`src/rtl/pipeline_if_stage.sv`:
```
// rtl/pipeline_if_stage.sv - instruction fetch stage with IF/ID register, stall buffer and deferred redirect
// Optional build macro: IF_BRANCH_DELAY_SLOT_EN (keep the word after a taken branch instead of squashing it).
module pipeline_if_stage #(
  parameter logic [31:0] RESET_PC = 32'h0000_0000
) (
  input  logic        clk,
  input  logic        rst_n,
  input  logic        stall,
  input  logic        redirect,
  input  logic [31:0] redirect_target,
  output logic        imem_req,
  output logic [31:0] imem_addr,
  input  logic        imem_ready,
  input  logic [31:0] imem_rdata,
  output logic [31:0] id_instruction,
  output logic [31:0] id_pc,
  output logic [31:0] id_pc_plus4,
  output logic        id_valid
);

  typedef enum logic [1:0] {RUN, BUFFERED, REDIRECT_PENDING} state_t;

  state_t      state_q, state_d;
  logic [31:0] pc_q, pc_d;
  logic [31:0] pending_target_q, pending_target_d;
  logic [31:0] buf_instr_q, buf_instr_d;
  logic [31:0] buf_pc_q, buf_pc_d;
  logic [31:0] id_instruction_q, id_instruction_d;
  logic [31:0] id_pc_q, id_pc_d;
  logic [31:0] id_pc_plus4_q, id_pc_plus4_d;
  logic        id_valid_q, id_valid_d;

  // A stall only holds IF/ID when no redirect is moving the branch out of ID.
  logic hold;
  assign hold = stall && !redirect;

  always_comb begin
    state_d          = state_q;
    pc_d             = pc_q;
    pending_target_d = pending_target_q;
    buf_instr_d      = buf_instr_q;
    buf_pc_d         = buf_pc_q;
    id_instruction_d = id_instruction_q;
    id_pc_d          = id_pc_q;
    id_pc_plus4_d    = id_pc_plus4_q;
    id_valid_d       = id_valid_q;

    case (state_q)
      RUN: begin
        if (redirect) begin
          if (imem_ready) begin
            pc_d = redirect_target;
`ifdef IF_BRANCH_DELAY_SLOT_EN
            id_instruction_d = imem_rdata;
            id_pc_d          = pc_q;
            id_pc_plus4_d    = pc_q + 32'd4;
            id_valid_d       = 1'b1;
`else
            id_instruction_d = 32'h0;
            id_valid_d       = 1'b0;
`endif
          end else begin
            pending_target_d = redirect_target;
            id_instruction_d = 32'h0;
            id_valid_d       = 1'b0;
            state_d          = REDIRECT_PENDING;
          end
        end else if (imem_ready) begin
          pc_d = pc_q + 32'd4;
          if (stall) begin
            buf_instr_d = imem_rdata;
            buf_pc_d    = pc_q;
            state_d     = BUFFERED;
          end else begin
            id_instruction_d = imem_rdata;
            id_pc_d          = pc_q;
            id_pc_plus4_d    = pc_q + 32'd4;
            id_valid_d       = 1'b1;
          end
        end else if (!stall) begin
          id_instruction_d = 32'h0;
          id_valid_d       = 1'b0;
        end
      end

      BUFFERED: begin
        if (redirect) begin
          pc_d    = redirect_target;
          state_d = RUN;
`ifdef IF_BRANCH_DELAY_SLOT_EN
          id_instruction_d = buf_instr_q;
          id_pc_d          = buf_pc_q;
          id_pc_plus4_d    = buf_pc_q + 32'd4;
          id_valid_d       = 1'b1;
`else
          id_instruction_d = 32'h0;
          id_valid_d       = 1'b0;
`endif
        end else if (!stall) begin
          id_instruction_d = buf_instr_q;
          id_pc_d          = buf_pc_q;
          id_pc_plus4_d    = buf_pc_q + 32'd4;
          id_valid_d       = 1'b1;
          state_d          = RUN;
        end
      end

      REDIRECT_PENDING: begin
        if (imem_ready) begin
          pc_d    = redirect ? redirect_target : pending_target_q;
          state_d = RUN;
`ifdef IF_BRANCH_DELAY_SLOT_EN
          if (hold) begin
            buf_instr_d = imem_rdata;
            buf_pc_d    = pc_q;
            state_d     = BUFFERED;
          end else begin
            id_instruction_d = imem_rdata;
            id_pc_d          = pc_q;
            id_pc_plus4_d    = pc_q + 32'd4;
            id_valid_d       = 1'b1;
          end
`else
          if (!hold) begin
            id_instruction_d = 32'h0;
            id_valid_d       = 1'b0;
          end
`endif
        end else begin
          if (redirect) pending_target_d = redirect_target;
          if (!hold) begin
            id_instruction_d = 32'h0;
            id_valid_d       = 1'b0;
          end
        end
      end

      default: state_d = RUN;
    endcase
  end

  always_ff @(posedge clk) begin
    if (!rst_n) begin
      state_q          <= RUN;
      pc_q             <= RESET_PC;
      pending_target_q <= 32'h0;
      buf_instr_q      <= 32'h0;
      buf_pc_q         <= 32'h0;
      id_instruction_q <= 32'h0;
      id_pc_q          <= 32'h0;
      id_pc_plus4_q    <= 32'h0;
      id_valid_q       <= 1'b0;
    end else begin
      state_q          <= state_d;
      pc_q             <= pc_d;
      pending_target_q <= pending_target_d;
      buf_instr_q      <= buf_instr_d;
      buf_pc_q         <= buf_pc_d;
      id_instruction_q <= id_instruction_d;
      id_pc_q          <= id_pc_d;
      id_pc_plus4_q    <= id_pc_plus4_d;
      id_valid_q       <= id_valid_d;
    end
  end

  assign imem_req       = (state_q != BUFFERED);
  assign imem_addr      = pc_q;
  assign id_instruction = id_instruction_q;
  assign id_pc          = id_pc_q;
  assign id_pc_plus4    = id_pc_plus4_q;
  assign id_valid       = id_valid_q;

endmodule

```
`config.mk`:
```
export PLATFORM = sky130hd
export DESIGN_NAME = pipeline_if_stage
export DESIGN_NICKNAME = d
export VERILOG_FILES = /design/src/rtl/pipeline_if_stage.sv
export SDC_FILE = /design/constraint.sdc
export NUM_CORES = 1
export LEC_CHECK = 0
export ABC_AREA = 1
export CORE_MARGIN = 3
export CORE_UTILIZATION = 50
export DETAILED_ROUTE_END_ITERATION = 16
export DONT_BUFFER_PORTS = 1
export GPL_TIMING_DRIVEN = 0
export HOLD_SLACK_MARGIN = 0.1
export PLACE_DENSITY = 0.67
export SLEW_MARGIN = 15
export SYNTH_ARGS = -nofsm -noshare
export SYNTH_HDL_FRONTEND = slang
export SYNTH_SLANG_ARGS = --single-unit
```
`constraint.sdc`:
```
create_clock -name clk -period 2.5 [get_ports clk]
set_input_delay 0.5 -clock clk [delete_from_list [all_inputs] [get_ports clk]]
set_output_delay 0.5 -clock clk [all_outputs]
set_load 0.005 [all_outputs]
```
==> impl_metrics.xml, run 1 <==
<?xml version="1.0" encoding="UTF-8"?>
<metrics>
  <group name="worst_hold_path">
    <metric name="hold_depth" unit="">2</metric>
    <metric name="hold_class" unit="">in -&gt; reg</metric>
    <metric name="hold_path_end" unit="">buf_instr_q[17]$_SDFFE_PN0P_</metric>
    <metric name="timing.hold.worst.start" unit="">imem_rdata[17]</metric>
  </group>
  <group name="worst_setup_path">
    <metric name="timing.critical_path.arrival" unit="ps">1850</metric>
    <metric name="nature_of_the_critical_path_startpoint" unit="">register</metric>
    <metric name="r2r_slack" unit="ps">150</metric>
    <metric name="r2r.worst_path.cells" unit="">12</metric>
    <metric name="cp_data_required_time" unit="ps">2000</metric>
    <metric name="worstPathMaxFanout" unit="">10</metric>
    <metric name="reg2reg_to" unit="">id_pc_plus4[22]$_SDFFE_PN0P_</metric>
    <metric name="reg2reg_from" unit="">state_q[1]$_SDFFE_PN0P_</metric>
    <metric name="critPathCaptureType" unit="">output port</metric>
    <metric name="critical_path_class" unit="">reg -&gt; out</metric>
  </group>
  <group name="sta">
    <metric name="max_slew.worst_pin.slew" unit="ps">853</metric>
    <metric name="min_period_over_period" unit="%">94.0</metric>
    <metric name="setup_viol" unit="">0</metric>
    <metric name="post-route-min-period" unit="ps">2350</metric>
    <metric name="timing.fmax" unit="MHz">425</metric>
    <metric name="finalSetupTns" unit="ps">0</metric>
    <metric name="report.final.slew_viol_count" unit="">0</metric>
    <metric name="rsz_0062_raised_after_global_routing" unit="">false</metric>
    <metric name="finClkSkew" unit="ps">11.8</metric>
    <metric name="setup_slack" unit="ps">149</metric>
    <metric name="timing.max_slew.rel_slack" unit="%">42.7</metric>
    <metric name="finalHoldViolations" unit="">0</metric>
  </group>
  <group name="power_and_ir_drop">
    <metric name="vdd_drop_max" unit="mV">0.611</metric>
    <metric name="comb_power_share" unit="%">20.1</metric>
    <metric name="internal_power" unit="mW">7.17</metric>
    <metric name="leakage" unit="nW">4.99</metric>
    <metric name="pwr-share-seq" unit="%">42.4</metric>
    <metric name="p_sw_share" unit="%">32.8</metric>
    <metric name="clock_network_fraction_of_design_power" unit="%">37.6</metric>
    <metric name="power-per-cell-area" unit="nW/um^2">827</metric>
    <metric name="p_sw" unit="mW">3.50</metric>
  </group>
  <group name="place">
    <metric name="numPortBuffers" unit="">0</metric>
    <metric name="placement.setup.worst_slack" unit="ps">191</metric>
    <metric name="dp_hpwl" unit="um">32300</metric>
    <metric name="globalplace.congestion" unit="">0.973</metric>
    <metric name="placed_cells" unit="">2011</metric>
  </group>
  <group name="layout">
    <metric name="nets" unit="">1835</metric>
    <metric name="final_layout_size_suffix_gt1_share" unit="%">6.48</metric>
    <metric name="final.fill_count" unit="">2282</metric>
    <metric name="layout.core_utilization" unit="%">56.9</metric>
    <metric name="fin_cells" unit="">2059</metric>
    <metric name="antenna-diode-count" unit="">0</metric>
    <metric name="flow.area_growth_from_synthesis" unit="%">11.3</metric>
  </group>
  <group name="logic_synthesis">
    <metric name="syn-cell-area" unit="sq um">11600</metric>
    <metric name="ys_async_sr_fraction" unit="%">0</metric>
    <metric name="synthDominantAreaCellType" unit="">sky130_fd_sc_hd__dfxtp_1</metric>
    <metric name="ys_seq_area_share" unit="%">38.8</metric>
    <metric name="netlist_top_cells_area" unit="">sky130_fd_sc_hd__dfxtp_1, sky130_fd_sc_hd__nand2_1, sky130_fd_sc_hd__a21oi_1</metric>
    <metric name="synth-edff-count" unit="">0</metric>
    <metric name="synth.lib_cells_used.distinct" unit="">46</metric>
    <metric name="synth_top_flop_cell" unit="">sky130_fd_sc_hd__dfxtp_1</metric>
    <metric name="post_synth_inst_count" unit="">1726</metric>
    <metric name="synth.most_common_cell" unit="">sky130_fd_sc_hd__nand2_1</metric>
    <metric name="synthesized_flop_and_latch_total" unit="">225</metric>
    <metric name="post-synth-top-area-fraction" unit="%">38.8</metric>
    <metric name="postSynthNetCount" unit="">1801</metric>
    <metric name="synth.top_cells.by_count" unit="">sky130_fd_sc_hd__nand2_1, sky130_fd_sc_hd__dfxtp_1, sky130_fd_sc_hd__a21oi_1</metric>
    <metric name="synthesis.yosys.warnings" unit="">0</metric>
    <metric name="synth_area_per_cell" unit="sq um">6.72</metric>
  </group>
  <group name="cts">
    <metric name="clk_path_buf_depth" unit="">3</metric>
    <metric name="cts-root-buf" unit="">sky130_fd_sc_hd__clkbuf_16</metric>
    <metric name="cts.clk_slew.worst_paths" unit="ps">50</metric>
    <metric name="tritoncts_clock_tree" unit="">yes</metric>
    <metric name="clock_tree.htree_level_count" unit="">1</metric>
    <metric name="clk-insertion-delay-late" unit="ps">530</metric>
    <metric name="post-cts-setup-buffers" unit="">0</metric>
    <metric name="numCtsBuffers" unit="">26</metric>
    <metric name="clock_sink_count" unit="">225</metric>
  </group>
  <group name="global_route">
    <metric name="antenna_found_initial" unit="">0</metric>
    <metric name="first_global_vias" unit="">11400</metric>
    <metric name="global_route.overflow_total" unit="">0</metric>
    <metric name="grt_busiest_layer" unit="">met2</metric>
    <metric name="grt_start_max_net_pins" unit="">13</metric>
    <metric name="grt_pass1_wl" unit="um">64300</metric>
    <metric name="global_route.usage.met1" unit="%">45.6</metric>
    <metric name="globalRouteMet3Util" unit="%">7.12</metric>
    <metric name="grtUsageTotal" unit="%">32.6</metric>
    <metric name="grt_util_met2" unit="%">49.5</metric>
  </group>
  <group name="floorplan">
    <metric name="row_count" unit="">55</metric>
    <metric name="top_level_ports" unit="">199</metric>
    <metric name="die_area" unit="sq um">25100</metric>
    <metric name="fp.dieW" unit="um">158</metric>
    <metric name="die_height" unit="um">158</metric>
    <metric name="floorplan.core_area" unit="sq um">22700</metric>
    <metric name="initial_core_util" unit="%">51.1</metric>
  </group>
  <group name="route">
    <metric name="detail_route.iter0.violations" unit="">1343</metric>
    <metric name="via_count" unit="">12200</metric>
    <metric name="drtPass1Iterations" unit="">5</metric>
    <metric name="totalWireLength" unit="um">42300</metric>
    <metric name="route.detailed.vias_per_inst" unit="">5.91</metric>
    <metric name="detail_route.drc_violations" unit="">0</metric>
    <metric name="wl_cell" unit="um">20.6</metric>
    <metric name="detail-route-antenna-nets" unit="">0</metric>
  </group>
  <group name="flow_run">
    <metric name="cap_violations" unit="">0</metric>
  </group>
  <group name="run_status">
    <metric name="status" unit="">finished clean</metric>
  </group>
</metrics>
critical path, cell delays in order, from the launching register on:
cell	delay [ps]
sky130_fd_sc_hd__dfxtp_1	390
sky130_fd_sc_hd__inv_1	80
sky130_fd_sc_hd__ha_1	170
sky130_fd_sc_hd__buf_2	190
sky130_fd_sc_hd__inv_4	180
sky130_fd_sc_hd__clkbuf_2	300
cell usage in the layout, fill, tap and decap left out, drive strengths merged, types with 2 or more instances in the layout:
cell and instances:
xnor2 7, bufinv 4, a21oi 196, dlygate4sd3 6, nor3 13, nand3b 9, or2 2, nand3 73
and2 2, a221oi 21, dfxtp 225, nand4 6, a211o 3, xor2 18, a211oi 3, a22oi 5
clkinv 6, o21ai 212, a31oi 47, inv 85, nand2 450, nor2 185, o211ai 6, ha 6
buf 47, clkbuf 109, a22o 20
worst max path at each step:
stage | startpoint | end | slack, ps | cells after the start
6_report | state_q[1]$_SDFFE_PN0P_ | imem_req | 150 | 5
5_1_grt | state_q[1]$_SDFFE_PN0P_ | id_pc_plus4[23]$_SDFFE_PN0P_ | 10 | 12
4_1_cts | state_q[1]$_SDFFE_PN0P_ | imem_req | 170 | 5
3_5_place_dp | state_q[1]$_SDFFE_PN0P_ | id_pc_plus4[9]$_SDFFE_PN0P_ | 190 | 11
3_3_place_gp | state_q[1]$_SDFFE_PN0P_ | id_pc_plus4[18]$_SDFFE_PN0P_ | 200 | 7
2_1_floorplan | state_q[1]$_SDFFE_PN0P_ | imem_addr[19]$_SDFFE_PN0P_ | 690 | 10
stage by stage:
stage          area (sq um)  power (mW)  hold slack (ps)
6_report              12900        10.7              107
5_1_grt               12900        11.1              105
4_1_cts               12900        10.6              100
3_5_place_dp          12000        6.65              461
3_3_place_gp          12000        6.62              459
2_1_floorplan         11600        5.86              448
final cells by class:
cell class / count / area [sq um] / share of cell area [%]
Buffer: 122 / 549 / 4.25
Timing Repair Buffer: 6 / 60.1 / 0.465
Sequential cell: 225 / 4500 / 34.9
Multi-Input combinational cell: 1292 / 6220 / 48.2
Clock inverter: 8 / 140 / 1.09
Tap cell: 285 / 357 / 2.76
Inverter: 87 / 329 / 2.55
Clock buffer: 34 / 752 / 5.82
cells by family (layout without fill, tap and decap cells):
| family | count (synthesis) | in the layout | share of synthesized area [%] |
|---|---|---|---|
| DFF | 225 | 225 | 38.8 |
| and+or+nand+nor | 741 | 741 | 26.1 |
| xor gates and xnor gates | 25 | 25 | 1.89 |
| buffers and inverters | 209 | 257 | 7.55 |
| adders and majority gates | 6 | 6 | 0.647 |
| AOI/OAI and AO/OA | 520 | 520 | 25.0 |
timing repair:
item	CTS	global route
pin swaps	0	1
resized for setup	1	2
hold buffers	6	0
setup endpoints to repair	1	3
endpoints found under the hold margin	6	0
per-layer routing:
layer | wire length (um) | vias to the layer above | share of wire, %
met5 | 0 | - | 0
met4 | 1710 | 0 | 4.0
met3 | 4460 | 86 | 11
met2 | 17900 | 581 | 42
met1 | 18200 | 5614 | 43
li1 | - | 5887 | -
sequential cells by signal, summed over array words and instances, names as in the netlist:
register,flops
id_valid,1
buf_pc_q,32
id_instruction,32
buf_instr_q,32
id_pc_plus4,30
imem_addr,32
id_pc,32
state_q,2
pending_target_q,32
power groups by stage:
| stage | sequential (mW) | combinational [mW] | clock (mW) |
|---|---|---|---|
| 6_report | 4.52 | 2.14 | 4.01 |
| 3_3_place_gp | 4.57 | 2.05 | 0 |
| 4_1_cts | 4.50 | 2.09 | 4.04 |
| 5_1_grt | 4.57 | 2.39 | 4.19 |
| 3_5_place_dp | 4.58 | 2.07 | 0 |
| 2_1_floorplan | 4.35 | 1.51 | 0 |
No activity file was read; power rests on OpenSTA's default activity.
==> inputs of run 2 (changes only) <==
--- a/config.mk
+++ b/config.mk
@@ -8,11 +8,13 @@
 export ABC_AREA = 1
 export CORE_MARGIN = 3
 export CORE_UTILIZATION = 50
+export CTS_CLUSTER_SIZE = 16
 export DETAILED_ROUTE_END_ITERATION = 16
 export DONT_BUFFER_PORTS = 1
 export GPL_TIMING_DRIVEN = 0
 export HOLD_SLACK_MARGIN = 0.1
 export PLACE_DENSITY = 0.67
+export REMOVE_ABC_BUFFERS = 1
 export SLEW_MARGIN = 15
 export SYNTH_ARGS = -nofsm -noshare
 export SYNTH_HDL_FRONTEND = slang
==> run 2 against run 1 <==
Effect of this change:
- core utilization down 0.37 points
- sequential cell count unchanged
- first-iteration DRC count down 20%
- largest cell class unchanged
==> impl_metrics.xml, run 2 (synthesis results as in run 1) <==
<?xml version="1.0" encoding="UTF-8"?>
<metrics>
  <group name="power_and_ir_drop">
    <metric name="vdd_drop_max" unit="mV">0.576</metric>
    <metric name="internal_power" unit="mW">7.01</metric>
    <metric name="power-per-cell-area" unit="nW/um^2">808</metric>
    <metric name="pwr-share-seq" unit="%">43.3</metric>
    <metric name="p_sw" unit="mW">3.35</metric>
    <metric name="clock_network_fraction_of_design_power" unit="%">36.7</metric>
    <metric name="leakage" unit="nW">4.89</metric>
    <metric name="p_sw_share" unit="%">32.4</metric>
    <metric name="comb_power_share" unit="%">20.1</metric>
  </group>
  <group name="place">
    <metric name="placed_cells" unit="">1902</metric>
    <metric name="placement.setup.worst_slack" unit="ps">-1280</metric>
    <metric name="globalplace.congestion" unit="">0.876</metric>
    <metric name="dp_hpwl" unit="um">23700</metric>
    <metric name="numPortBuffers" unit="">0</metric>
  </group>
  <group name="floorplan">
    <metric name="top_level_ports" unit="">199</metric>
    <metric name="fp.dieW" unit="um">158</metric>
    <metric name="row_count" unit="">55</metric>
    <metric name="die_area" unit="sq um">25100</metric>
    <metric name="floorplan.core_area" unit="sq um">22700</metric>
    <metric name="die_height" unit="um">158</metric>
    <metric name="initial_core_util" unit="%">51.1</metric>
  </group>
  <group name="worst_setup_path">
    <metric name="r2r.worst_path.cells" unit="">7</metric>
    <metric name="worstPathMaxFanout" unit="">33</metric>
    <metric name="timing.critical_path.arrival" unit="ps">2820</metric>
    <metric name="cp_slowest_cell" unit="">sky130_fd_sc_hd__a21oi_4</metric>
    <metric name="nature_of_the_critical_path_startpoint" unit="">register</metric>
    <metric name="crit_path_start" unit="">state_q[0]$_SDFFE_PN0P_</metric>
    <metric name="r2r_slack" unit="ps">130</metric>
    <metric name="path_cells" unit="">inv_1 -&gt; ha_1 -&gt; nand2_1 -&gt; a21oi_4 -&gt; buf_16 -&gt; o21ai_0 -&gt; a21oi_1</metric>
    <metric name="critPathCaptureType" unit="">register</metric>
    <metric name="reg2reg_to" unit="">pending_target_q[21]$_SDFFE_PN0P_</metric>
    <metric name="critical_path_class" unit="">reg -&gt; reg</metric>
    <metric name="crit_path_max_incr_delay" unit="ps">730</metric>
    <metric name="cp_data_required_time" unit="ps">2950</metric>
    <metric name="reg2reg_from" unit="">state_q[0]$_SDFFE_PN0P_</metric>
  </group>
  <group name="global_route">
    <metric name="antenna_found_initial" unit="">0</metric>
    <metric name="first_global_vias" unit="">10700</metric>
    <metric name="global_route.overflow_total" unit="">0</metric>
    <metric name="grt_start_max_net_pins" unit="">174</metric>
    <metric name="grt_pass1_wl" unit="um">58800</metric>
    <metric name="grtUsageTotal" unit="%">29.2</metric>
  </group>
  <group name="route">
    <metric name="detail-route-antenna-nets" unit="">0</metric>
    <metric name="via_count" unit="">11700</metric>
    <metric name="totalWireLength" unit="um">38500</metric>
    <metric name="detail_route.iter0.violations" unit="">1073</metric>
    <metric name="drtPass1Iterations" unit="">6</metric>
    <metric name="detail_route.drc_violations" unit="">0</metric>
    <metric name="wl_cell" unit="um">19.6</metric>
    <metric name="route.detailed.vias_per_inst" unit="">5.98</metric>
  </group>
  <group name="sta">
    <metric name="post-route-min-period" unit="ps">2370</metric>
    <metric name="timing.max_slew.rel_slack" unit="%">20.6</metric>
    <metric name="setup_slack" unit="ps">134</metric>
    <metric name="timing.fmax" unit="MHz">423</metric>
    <metric name="min_period_over_period" unit="%">94.7</metric>
    <metric name="finalHoldViolations" unit="">0</metric>
    <metric name="finClkSkew" unit="ps">13.5</metric>
    <metric name="setup_viol" unit="">0</metric>
    <metric name="finalSetupTns" unit="ps">0</metric>
    <metric name="report.final.slew_viol_count" unit="">0</metric>
    <metric name="max_slew.worst_pin.slew" unit="ps">1190</metric>
  </group>
  <group name="layout">
    <metric name="fin_cells" unit="">1964</metric>
    <metric name="final_layout_size_suffix_gt1_share" unit="%">6.08</metric>
    <metric name="most_common_cell_after_layout_fill_and_taps_aside" unit="">sky130_fd_sc_hd__nand2_1</metric>
    <metric name="most-common-layout-cells" unit="">sky130_fd_sc_hd__nand2_1, sky130_fd_sc_hd__dfxtp_1, sky130_fd_sc_hd__a21oi_1, sky130_fd_sc_hd__o21ai_0, sky130_fd_sc_hd__nor2_1</metric>
    <metric name="flow.area_growth_from_synthesis" unit="%">10.6</metric>
    <metric name="nets" unit="">1736</metric>
    <metric name="antenna-diode-count" unit="">0</metric>
  </group>
  <group name="worst_hold_path">
    <metric name="hold_depth" unit="">2</metric>
    <metric name="hold_class" unit="">in -&gt; reg</metric>
    <metric name="hold_path_end" unit="">buf_instr_q[13]$_SDFFE_PN0P_</metric>
    <metric name="timing.hold.worst.start" unit="">imem_rdata[13]</metric>
  </group>
  <group name="cts">
    <metric name="clk-insertion-delay-late" unit="ps">540</metric>
    <metric name="cts-root-buf" unit="">sky130_fd_sc_hd__clkbuf_16</metric>
    <metric name="cts.clk_slew.worst_paths" unit="ps">60</metric>
    <metric name="clock_sink_count" unit="">225</metric>
    <metric name="clock_tree.htree_level_count" unit="">1</metric>
    <metric name="clk_path_buf_depth" unit="">3</metric>
    <metric name="tritoncts_clock_tree" unit="">yes</metric>
    <metric name="numCtsBuffers" unit="">25</metric>
  </group>
  <group name="run_status">
    <metric name="status" unit="">finished clean</metric>
  </group>
  <group name="flow_run">
    <metric name="cap_violations" unit="">0</metric>
  </group>
</metrics>
==> run 2: cell type report <==
cell class | instances | area [sq um]
Clock buffer | 34 | 699
Multi-Input combinational cell | 1293 | 6290
Inverter | 87 | 363
Tap cell | 285 | 357
Timing Repair Buffer | 28 | 467
Fill cell | 2211 | 9880
Timing Repair inverter | 1 | 8.76
Sequential cell | 225 | 4510
Clock inverter | 11 | 138
==> run 2: critical path: cells and delay by family, from the launching register on <==
kind / cells / cell delay [ps]
flops: 1 / 350
simple gates: 1 / 190
fa+ha+maj: 1 / 350
buf+inv: 2 / 400
compound gates: 3 / 960
==> run 2: per-layer routing <==
metal	global-route usage [%]	part of all wire [%]	up-vias
met4	8.44	2.7	0
met3	7.39	11	74
li1	-	-	5687
met5	0	0	-
met2	45.8	45	571
met1	40.0	42	5406
==> run 2: power groups by stage <==
stage               combinational (mW)  clock [mW]  sequential (mW)
finish                            2.08        3.80             4.48
global route                      2.31        3.98             4.54
detailed placement                1.90           0             4.55
CTS                               2.02        3.84             4.47
floorplan                         1.33           0             4.37
global placement                  1.75           0             4.54
==> run 2: timing repair <==
action,in CTS,in global routing
endpoints found under the hold margin,7,0
resized for setup,13,2
endpoints found under the setup margin,130,34
buffers inserted,8,1
gates cloned,2,0
hold buffers,7,0
pin swaps,3,1
==> run 2: how the worst max path moves through the flow <==
stage	to	slack, ps	cells after the start
after floorplan	id_pc_plus4[22]$_SDFFE_PN0P_	-2730	11
after global placement	id_pc_plus4[23]$_SDFFE_PN0P_	-6580	11
after detailed placement	id_pc_plus4[22]$_SDFFE_PN0P_	-1280	11
after CTS	id_pc_plus4[28]$_SDFFE_PN0P_	60	12
after global routing	id_pc_plus4[20]$_SDFFE_PN0P_	-5	11
final	pending_target_q[21]$_SDFFE_PN0P_	130	7
==> run 2: stage by stage <==
step | hold slack (ps) | total power [mW] | instance area, sq um | utilization [%]
after floorplan | 447 | 5.70 | 11100 | -
after global placement | 465 | 6.29 | 11400 | 50.2
after detailed placement | 470 | 6.44 | 11700 | 51.6
after CTS | 101 | 10.3 | 12800 | 56.4
after global routing | 106 | 10.8 | 12800 | 56.5
final | 105 | 10.4 | 12800 | 56.5
==> inputs of run 3 (changes only) <==
--- a/config.mk
+++ b/config.mk
@@ -8,6 +8,7 @@
 export ABC_AREA = 1
 export CORE_MARGIN = 3
 export CORE_UTILIZATION = 50
+export CTS_CLUSTER_DIAMETER = 150
 export CTS_CLUSTER_SIZE = 16
 export DETAILED_ROUTE_END_ITERATION = 16
 export DONT_BUFFER_PORTS = 1
@@ -15,7 +16,7 @@
 export HOLD_SLACK_MARGIN = 0.1
 export PLACE_DENSITY = 0.67
 export REMOVE_ABC_BUFFERS = 1
-export SLEW_MARGIN = 15
+export SLEW_MARGIN = 20
 export SYNTH_ARGS = -nofsm -noshare
 export SYNTH_HDL_FRONTEND = slang
 export SYNTH_SLANG_ARGS = --single-unit
==> run 3 against run 2 <==
Effect of this change:
- maximum frequency rose by 1.9%
- combinational power is essentially flat
- clock skew up 5.0 ps
- via count shrank 1.5%
- cell count fell by 1.3%
- highest routed layer unchanged
- worst hold slack better by 23 ps
- wire length down 1.1%
- sequential power about the same
- critical path depth rose by 1
- power shrank 10%
- core utilization decreased by 1.6 points
- sequential cell count unchanged
==> impl_metrics.xml, run 3 (synthesis results as in run 1) <==
<?xml version="1.0" encoding="UTF-8"?>
<metrics>
  <group name="run_status">
    <metric name="status" unit="">finished clean</metric>
  </group>
  <group name="worst_setup_path">
    <metric name="cp_data_required_time" unit="ps">2910</metric>
    <metric name="r2r.worst_path.cells" unit="">8</metric>
    <metric name="timing.critical_path.arrival" unit="ps">2730</metric>
    <metric name="worstPathMaxFanout" unit="">63</metric>
    <metric name="critPathCaptureType" unit="">register</metric>
    <metric name="critical_path_class" unit="">reg -&gt; reg</metric>
    <metric name="nature_of_the_critical_path_startpoint" unit="">register</metric>
  </group>
  <group name="cts">
    <metric name="clock_tree.htree_level_count" unit="">1</metric>
    <metric name="cts-root-buf" unit="">sky130_fd_sc_hd__clkbuf_16</metric>
    <metric name="numCtsBuffers" unit="">18</metric>
    <metric name="clock_sink_count" unit="">225</metric>
    <metric name="cts.clk_slew.worst_paths" unit="ps">80</metric>
    <metric name="clk-insertion-delay-late" unit="ps">510</metric>
    <metric name="clk_path_buf_depth" unit="">3</metric>
    <metric name="cts_hold_buf" unit="">0</metric>
    <metric name="tritoncts_clock_tree" unit="">yes</metric>
  </group>
  <group name="floorplan">
    <metric name="top_level_ports" unit="">199</metric>
    <metric name="die_height" unit="um">158</metric>
    <metric name="floorplan.core_area" unit="sq um">22700</metric>
    <metric name="die_area" unit="sq um">25100</metric>
    <metric name="row_count" unit="">55</metric>
    <metric name="fp.dieW" unit="um">158</metric>
    <metric name="initial_core_util" unit="%">51.1</metric>
  </group>
  <group name="power_and_ir_drop">
    <metric name="leakage" unit="nW">4.71</metric>
    <metric name="power.total" unit="mW">9.28</metric>
    <metric name="vdd_drop_max" unit="mV">0.535</metric>
    <metric name="power-per-cell-area" unit="nW/um^2">744</metric>
  </group>
  <group name="global_route">
    <metric name="grtUsageTotal" unit="%">28.9</metric>
    <metric name="first_global_vias" unit="">10500</metric>
    <metric name="global_route.overflow_total" unit="">0</metric>
    <metric name="grt_start_max_net_pins" unit="">174</metric>
    <metric name="grt_pass1_wl" unit="um">58100</metric>
    <metric name="antenna_found_initial" unit="">0</metric>
  </group>
  <group name="route">
    <metric name="via_count" unit="">11600</metric>
    <metric name="drtPass1Iterations" unit="">5</metric>
    <metric name="wl_cell" unit="um">19.6</metric>
    <metric name="detail-route-antenna-nets" unit="">0</metric>
    <metric name="route.detailed.vias_per_inst" unit="">5.96</metric>
    <metric name="totalWireLength" unit="um">38100</metric>
    <metric name="detail_route.iter0.violations" unit="">1163</metric>
    <metric name="detail_route.drc_violations" unit="">0</metric>
  </group>
  <group name="sta">
    <metric name="finalHoldViolations" unit="">0</metric>
    <metric name="min_period_over_period" unit="%">92.9</metric>
    <metric name="rsz_0062_raised_after_global_routing" unit="">false</metric>
    <metric name="setup_viol" unit="">0</metric>
    <metric name="max_slew.worst_pin.slew" unit="ps">994</metric>
    <metric name="timing.max_slew.rel_slack" unit="%">33.2</metric>
    <metric name="setup_slack" unit="ps">177</metric>
    <metric name="finClkSkew" unit="ps">18.5</metric>
    <metric name="post-route-min-period" unit="ps">2320</metric>
    <metric name="timing.fmax" unit="MHz">430</metric>
    <metric name="report.final.slew_viol_count" unit="">0</metric>
  </group>
  <group name="layout">
    <metric name="flow.area_growth_from_synthesis" unit="%">7.53</metric>
    <metric name="nets" unit="">1728</metric>
    <metric name="final.fill_count" unit="">2235</metric>
    <metric name="most_common_cell_after_layout_fill_and_taps_aside" unit="">sky130_fd_sc_hd__nand2_1</metric>
    <metric name="final_design_area_no_fill" unit="sq um">12500</metric>
    <metric name="final_layout_size_suffix_gt1_share" unit="%">5.38</metric>
    <metric name="most-common-layout-cells" unit="">sky130_fd_sc_hd__nand2_1, sky130_fd_sc_hd__dfxtp_1, sky130_fd_sc_hd__a21oi_1, sky130_fd_sc_hd__o21ai_0, sky130_fd_sc_hd__nor2_1</metric>
    <metric name="layout.core_utilization" unit="%">54.9</metric>
    <metric name="antenna-diode-count" unit="">0</metric>
  </group>
  <group name="worst_hold_path">
    <metric name="hold_class" unit="">in -&gt; reg</metric>
    <metric name="hold_depth" unit="">2</metric>
  </group>
  <group name="place">
    <metric name="postPlaceCellArea" unit="sq um">11700</metric>
    <metric name="globalplace.congestion" unit="">0.876</metric>
    <metric name="dp_hpwl" unit="um">23700</metric>
    <metric name="numPortBuffers" unit="">0</metric>
    <metric name="placement.setup.worst_slack" unit="ps">-1190</metric>
  </group>
  <group name="flow_run">
    <metric name="cap_violations" unit="">0</metric>
  </group>
</metrics>
[run 3: cell types whose count changed in the layout (fill, tap and decap cells not counted), sizes merged]
cell	delta
inv	-1
dlygate4sd3	-7
clkbuf	-14
buf	+3
bufinv	-3
clkinv	-5
bufbuf	+2
[run 3: final timing paths]
check	slack, ps	start	end
max	180	state_q[0]$_SDFFE_PN0P_	id_instruction[23]$_SDFFE_PN0P_
min	130	imem_rdata[0]	buf_instr_q[0]$_SDFFE_PN0P_
max reg2reg	180	state_q[0]$_SDFFE_PN0P_	id_instruction[23]$_SDFFE_PN0P_
min reg2reg	480	buf_pc_q[0]$_SDFFE_PN0P_	id_pc[0]$_SDFFE_PN0P_
[run 3: area by class of cell]
type                    count  area [sq um]  area share, %
clock buffers              20           479           3.84
clock inverters             1          16.3          0.130
inverters                  87           367           2.94
multi-input cells        1293          6290           50.4
flip-flops and latches    225          4510           36.1
well taps                 285           357           2.86
repair buffers             26           442           3.54
repair inverters            2          17.5          0.140
[run 3: routing by layer]
metal / track usage (%) / part of all wire (%)
met5: 0 / 0
met4: 8.32 / 2.4
met3: 6.88 / 9.6
met2: 45.6 / 45
met1: 39.7 / 43
[run 3: critical path, cell delays in order, from the launching register on]
cell and delay [ps]:
sky130_fd_sc_hd__dfxtp_2 360, sky130_fd_sc_hd__inv_1 140, sky130_fd_sc_hd__ha_1 360, sky130_fd_sc_hd__inv_6 240
sky130_fd_sc_hd__o31ai_4 430, sky130_fd_sc_hd__nor2_4 120, sky130_fd_sc_hd__inv_4 280, sky130_fd_sc_hd__nand2_1 90
sky130_fd_sc_hd__a21oi_1 160
[run 3: report_power, final]
part           total [mW]  internal, mW  leakage (nW)  switching (mW)
clock                2.72          1.37         0.243            1.35
sequential           4.47          3.99          1.84           0.482
combinational        2.09         0.755          2.63            1.33
[run 3: repair_timing]
item / 4_1_cts / 5_1_grt
pin swaps: 3 / 2
buffers inserted: 5 / 4
setup endpoints to repair: 130 / 61
resized for setup: 14 / 6
gates cloned: 5 / 0
[run 3: stage by stage]
stage               cells  hold slack (ps)  TNS (ps)
floorplan            1604              447   -297230
global placement     1889              465   -820580
detailed placement   1904              470   -108910
CTS                  1935              120         0
global route         1939              135         0
finish               1939              128         0
